File: src/rtl/mips32_pkg.sv
// Purpose: shared types and constants for the pipe_MIPS32 boot loader and its benches.
// Latency: none; this package holds declarations only.
// Backpressure: not applicable.
package mips32_pkg;

    localparam int WORD_W = 32;

    // HLT is the opcode-only instruction that makes the core raise HALTED.
    localparam logic [5:0]        HLT_OPCODE = 6'h3f;
    localparam logic [WORD_W-1:0] HLT_WORD   = {HLT_OPCODE, 26'd0};

    typedef enum logic [2:0] {
        ST_LOAD,
        ST_DRAIN,
        ST_RUN,
        ST_DONE,
        ST_ERR
    } loader_state_t;

endpackage

File: src/rtl/loader_wdog.sv
// Purpose: counts RUN cycles and flags expiry when the core has not halted in time.
// Latency: expire is combinational; it asserts during the CYCLES-th enabled cycle after clr.
// Backpressure: none; the counter saturates once expired.
//
// Ports:
//   clk1, rst_n  clock and asynchronous active-low reset
//   clr          zero the count (held while the loader is about to enter RUN)
//   en           count this cycle (loader is in RUN)
//   expire       this is the last allowed RUN cycle; the loader leaves RUN on the next edge
module loader_wdog #(
    parameter int CYCLES = 4096
) (
    input  logic clk1,
    input  logic rst_n,
    input  logic clr,
    input  logic en,
    output logic expire
);

    localparam int CW = $clog2(CYCLES + 1);

    logic [CW-1:0] cnt;

    // cnt holds the number of RUN cycles already completed, so cnt==CYCLES-1
    // marks the CYCLES-th cycle; the edge that ends it is where the count
    // would reach CYCLES.
    assign expire = en && (cnt == CW'(CYCLES - 1));

    always_ff @(posedge clk1 or negedge rst_n) begin
        if (!rst_n) begin
            cnt <= '0;
        end else if (clr) begin
            cnt <= '0;
        end else if (en && !expire) begin
            cnt <= cnt + 1'b1;
        end
    end

endmodule

File: src/rtl/mips32_prog_loader.sv
// Purpose: streams a program into pipe_MIPS32 memory from address 0, releases the core, waits for HALTED.
// Latency: a word accepted at edge k is on mem_* for one cycle from k+1; the core leaves reset 2 cycles after the last word.
// Backpressure: s_ready is high only while loading, so one word per cycle with no bubbles; it is low in every other state.
//
// Optional build macro: LOADER_WATCHDOG_EN adds a RUN-phase timeout of WDOG_CYCLES cycles
// that ends in the error state. Without it, RUN waits for HALTED indefinitely.
//
// Ports:
//   clk1, rst_n                    clock, asynchronous active-low reset
//   s_valid/s_ready/s_data/s_last  program word stream; s_last marks the final word
//   mem_we/mem_addr/mem_wdata      registered write port into core memory
//   core_rst_n                     core reset; high only in RUN and DONE
//   core_halted                    core HALTED flag; looked at only in RUN
//   word_count                     words accepted since reset
//   done, err                      sticky completion / overflow-or-timeout flags
import mips32_pkg::*;

module mips32_prog_loader #(
    parameter int ADDR_W      = 10,
    parameter int MAX_WORDS   = 1024,
    parameter int WDOG_CYCLES = 4096
) (
    input  logic              clk1,
    input  logic              rst_n,
    input  logic              s_valid,
    output logic              s_ready,
    input  logic [WORD_W-1:0] s_data,
    input  logic              s_last,
    output logic              mem_we,
    output logic [ADDR_W-1:0] mem_addr,
    output logic [WORD_W-1:0] mem_wdata,
    output logic              core_rst_n,
    input  logic              core_halted,
    output logic [ADDR_W:0]   word_count,
    output logic              done,
    output logic              err
);

    localparam int CNT_W = ADDR_W + 1;

    // Reject configurations whose capacity cannot be addressed.
    if (MAX_WORDS < 1 || MAX_WORDS > (1 << ADDR_W) || WDOG_CYCLES < 1) begin : g_bad_cfg
        $error("mips32_prog_loader: invalid MAX_WORDS/ADDR_W/WDOG_CYCLES combination");
    end

    loader_state_t state;
    loader_state_t state_nxt;

    logic hs;
    logic last_slot;
    logic wdog_expire;

    assign hs = s_valid && s_ready;

    // The word being accepted now fills the final slot.
    assign last_slot = (word_count == CNT_W'(MAX_WORDS - 1));

`ifdef LOADER_WATCHDOG_EN
    // The count is zeroed during DRAIN so it starts from 0 on the first RUN cycle.
    loader_wdog #(
        .CYCLES (WDOG_CYCLES)
    ) u_wdog (
        .clk1   (clk1),
        .rst_n  (rst_n),
        .clr    (state == ST_DRAIN),
        .en     (state == ST_RUN),
        .expire (wdog_expire)
    );
`else
    assign wdog_expire = 1'b0;
`endif

    always_ff @(posedge clk1 or negedge rst_n) begin
        if (!rst_n) begin
            state <= ST_LOAD;
        end else begin
            state <= state_nxt;
        end
    end

    // Status outputs are decoded from state, so the asynchronous reset of the
    // state register alone returns them to reset values; in particular the
    // core is put back into reset immediately.
    always_comb begin
        state_nxt  = state;
        s_ready    = 1'b0;
        core_rst_n = 1'b0;
        done       = 1'b0;
        err        = 1'b0;
        case (state)
            ST_LOAD: begin
                s_ready = 1'b1;
                if (hs) begin
                    // s_last takes precedence: a program exactly filling
                    // memory is legal.
                    if (s_last) begin
                        state_nxt = ST_DRAIN;
                    end else if (last_slot) begin
                        state_nxt = ST_ERR;
                    end
                end
            end
            ST_DRAIN: begin
                // Final write is on the mem_* ports this cycle; the core
                // stays in reset until it has landed.
                state_nxt = ST_RUN;
            end
            ST_RUN: begin
                core_rst_n = 1'b1;
                // HALTED beats a timeout expiring on the same edge.
                if (core_halted) begin
                    state_nxt = ST_DONE;
                end else if (wdog_expire) begin
                    state_nxt = ST_ERR;
                end
            end
            ST_DONE: begin
                core_rst_n = 1'b1;
                done       = 1'b1;
            end
            ST_ERR: begin
                err = 1'b1;
            end
            default: begin
                state_nxt = ST_LOAD;
            end
        endcase
    end

    // Write port and word counter. mem_we is a single-cycle pulse per
    // accepted word; address and data hold their last values otherwise.
    always_ff @(posedge clk1 or negedge rst_n) begin
        if (!rst_n) begin
            mem_we     <= 1'b0;
            mem_addr   <= '0;
            mem_wdata  <= '0;
            word_count <= '0;
        end else begin
            mem_we <= hs;
            if (hs) begin
                mem_addr   <= word_count[ADDR_W-1:0];
                mem_wdata  <= s_data;
                word_count <= word_count + 1'b1;
            end
        end
    end

endmodule

File: config.mk
export PLATFORM = sky130hd
export DESIGN_NAME = mips32_prog_loader
export DESIGN_NICKNAME = d
export VERILOG_FILES = /design/src/rtl/mips32_pkg.sv /design/src/rtl/loader_wdog.sv /design/src/rtl/mips32_prog_loader.sv
export SDC_FILE = /design/constraint.sdc
export NUM_CORES = 1
export LEC_CHECK = 0
export ABC_AREA = 1
export CAP_MARGIN = 20
export CORE_AREA = 5 5 82 92
export DETAILED_ROUTE_END_ITERATION = 6
export DIE_AREA = 0 0 87 97
export GPL_TIMING_DRIVEN = 1
export PLACE_DENSITY = 0.75
export SLEW_MARGIN = 0
export SYNTH_ARGS = -nofsm -noshare
export SYNTH_HDL_FRONTEND = slang
export SYNTH_HIERARCHICAL = 1
export SYNTH_SLANG_ARGS = --single-unit
File: constraint.sdc
create_clock -name clk1 -period 1.4 [get_ports clk1]
set_clock_uncertainty 0.2 [all_clocks]
set_input_delay 0.28 -clock clk1 [delete_from_list [all_inputs] [get_ports clk1]]
set_output_delay 0.28 -clock clk1 [all_outputs]
set_load 0.03 [all_outputs]
==> flow_summary.ini <==
[run_status]
status = finished, violations left
violations = setup timing

[routing]
drt_iter0_markers = 143
wl_um = 7910
final_antenna_net_count = 0
viasPerCell = 4.64
drc_errors = 0
avgRoutedWirePerCell_um = 14.8
first_pass_iters = 4
via_count = 2484

[floorplan]
die_y_um = 97
die_x_um = 87
io-pin-count = 95
dieArea_um2 = 8440
initial_utilization_pct = 38.8
coreArea_um2 = 6480
num_rows = 31

[logic_synthesis]
netlist_area_um2 = 2510
synth_area_per_cell_um2 = 8.79
synth_fp_nets = 324
postSynthCellCount = 286
ys_ff_latch = 57
synth_warnings = 6
synth_area_leaders = dfrtp_1, nand2_1, inv_1
yosysUniqueCellTypes = 22
yosys.area.top_type = dfrtp_1
synth_common_cells = nand2_1, dfrtp_1, inv_1
synth-edff-count = 0
yosys.area.top_type_share_pct = 56.7
yosys.cell_count.top_type = nand2_1
async_flop_share_pct = 100
yosysSeqAreaShare_pct = 56.7
synthFlopType = dfrtp_1

[placed_design]
dp.cells = 472
place_area_um2 = 3560
gp_congestion = 0.792
place_hpwl_um = 4620
portBuffers = 94

[cts]
cts-root-buf = clkbuf_8
cts_tree = done
cts_max_level = 3
clk_latency_ns = 0.32
max-clock-path-buffers = 2
clkSinkCount = 57
numCtsBuffers = 9
path_clk_slew_ns = 0.06

[run]
max_cap_violations = 0

[final_layout]
drive_above_1_share_pct = 56.3
fill_cells = 447
final_core_utilization_pct = 74.4
fin_area_um2 = 4820
final_cells = 535
final_net_count = 487
n_antenna_cell = 0
area_growth_pct = 91.7

[sta]
setup_viol = 64
finalCritPeriodShare_pct = 120
layout_setup_ws_ns = -0.284
rsz0062_at_grt = true
final_max_slew_viol_count = 0
tightest_slew_ns = 0.316
period_minus_slack_ns = 1.68
slew_headroom_pct = 78.8
clock.fmax_mhz = 594
hold_viol = 0

[power_and_ir_drop]
p_leak_nw = 2.50
total_power_mw = 6.35
p_per_area_nw_per_um2 = 1320
vdd_drop_max_v = 0.000889

[critical_path]
reg2reg_setup_slack_ns = -0.23
crit_fanout = 3
required_ns = 0.92
crit_path_start_kind = flip-flop
r2r_cells = 7
cp_slowest_stage_delay_ns = 0.43
cp_top_family = flip-flops
crit_chain = inv_2 -> nand2_4 -> nor2_4 -> buf_6
reg2reg_from = state[2]
crit_buf_inv = 2
crit_type = flip-flop to output port
critical_path.slowest_cell = dfrtp_1
end_kind = output port
critPathArrivalTime_ns = 1.20
r2r-end = mem_wdata[28]

[global_route]
grt_pass1_vias = 2442
grt_use_total_pct = 17.5
grt_first_pass_wirelength_um = 11700
grt_overflow = 0
grt_max_degree = 58
antenna_found_initial = 0

[hold_path]
hp-class = primary input to async pin
-- layer usage --
layer | track usage, % | routed length, um | vias to the layer above
li1 | - | - | 1201
met1 | 21.3 | 3090 | 1202
met2 | 29.3 | 4300 | 71
met3 | 4.42 | 423 | 10
met4 | 6.12 | 96 | 0
met5 | 0 | 0 | -
-- worst max-delay path by stage --
stage | slack, ns | to | cells after the start | from
floorplan | -0.08 | done | 4 | state[1]
global placement | -0.30 | mem_addr[6] | 7 | s_valid
detailed placement | -0.36 | word_count[4] | 8 | s_valid
CTS | -0.27 | done | 5 | state[1]
global route | -0.34 | err | 4 | state[1]
finish | -0.28 | err | 4 | state[1]
-- cells by family after synthesis --
kind of cell | after synthesis | synth area share [%]
buf+inv | 34 | 8.21
fa+ha+maj | 1 | 0.498
xor+xnor | 5 | 1.74
flops | 57 | 56.7
compound gates | 13 | 3.88
simple gates | 176 | 28.9
-- power breakdown --
group	internal (mW)	switching, mW	leakage [nW]
combinational	1.20	1.45	1.71
clock	0.768	0.620	0.0980
sequential	2.01	0.307	0.695
total	3.98	2.38	2.50
-- sequential cells by signal (all words and copies together) (netlist names) --
signal and cells:
mem_addr 10, state 3, mem_wdata 32, word_count 11
mem_we 1
-- cell usage in the layout (no fill, tap or decap), types with 2 or more instances in the layout --
cell	netlist	final
clkinv_2	0	3
clkbuf_16	0	4
buf_4	3	61
nand3_1	7	6
clkinv_8	0	2
buf_6	5	42
nor2_1	12	8
dfrtp_2	0	10
inv_1	23	16
buf_12	1	14
nand2_4	1	22
nor2_4	3	7
inv_2	0	7
nand2_1	143	72
xor2_1	5	5
o21ai_2	8	10
nand2_8	0	2
nor2_2	2	2
dfrtp_1	57	47
clkbuf_8	0	12
nand2_2	2	51
clkdlybuf4s50_1	0	35
nand4_1	4	4
-- timing repair --
action                                  in CTS  in global routing
pin swaps                                    9                 42
setup buffers                               23                 19
hold buffers                                 1                  0
cloned                                       5                  4
hold endpoints to repair                    57                  0
gates resized for setup                     42                129
endpoints found under the setup margin      60                 89
-- per-stage QoR --
stage / worst slack (ns) / hold slack (ns) / setup TNS [ns]
2_1_floorplan: -0.0843 / -0.216 / -0.0843
5_1_grt: -0.343 / 0.291 / -15.45
4_1_cts: -0.275 / 0.269 / -10.53
3_5_place_dp: -0.361 / 0.107 / -17.28
6_report: -0.284 / 0.268 / -11.51
3_3_place_gp: -0.305 / 0.105 / -15.17
-- area by class of cell --
cell class | count | area, um^2 | area share, %
Timing Repair Buffer | 160 | 1720 | 35.7
Sequential cell | 57 | 1440 | 29.9
Multi-Input combinational cell | 196 | 1260 | 26.1
Clock buffer | 12 | 165 | 3.43
Inverter | 24 | 103 | 2.13
Tap cell | 82 | 103 | 2.13
Timing Repair inverter | 1 | 16.3 | 0.338
Clock inverter | 3 | 15.0 | 0.312
-- worst reg2reg max path: stages, from the launching register on --
cell and delay [ns]:
dfrtp_2 0.45, buf_6 0.14, nor2_4 0.19, nand2_8 0.13, buf_4 0.17, buf_12 0.13, nand2_1 0.06, nand2_1 0.05
(Power assumes the default switching activity.)
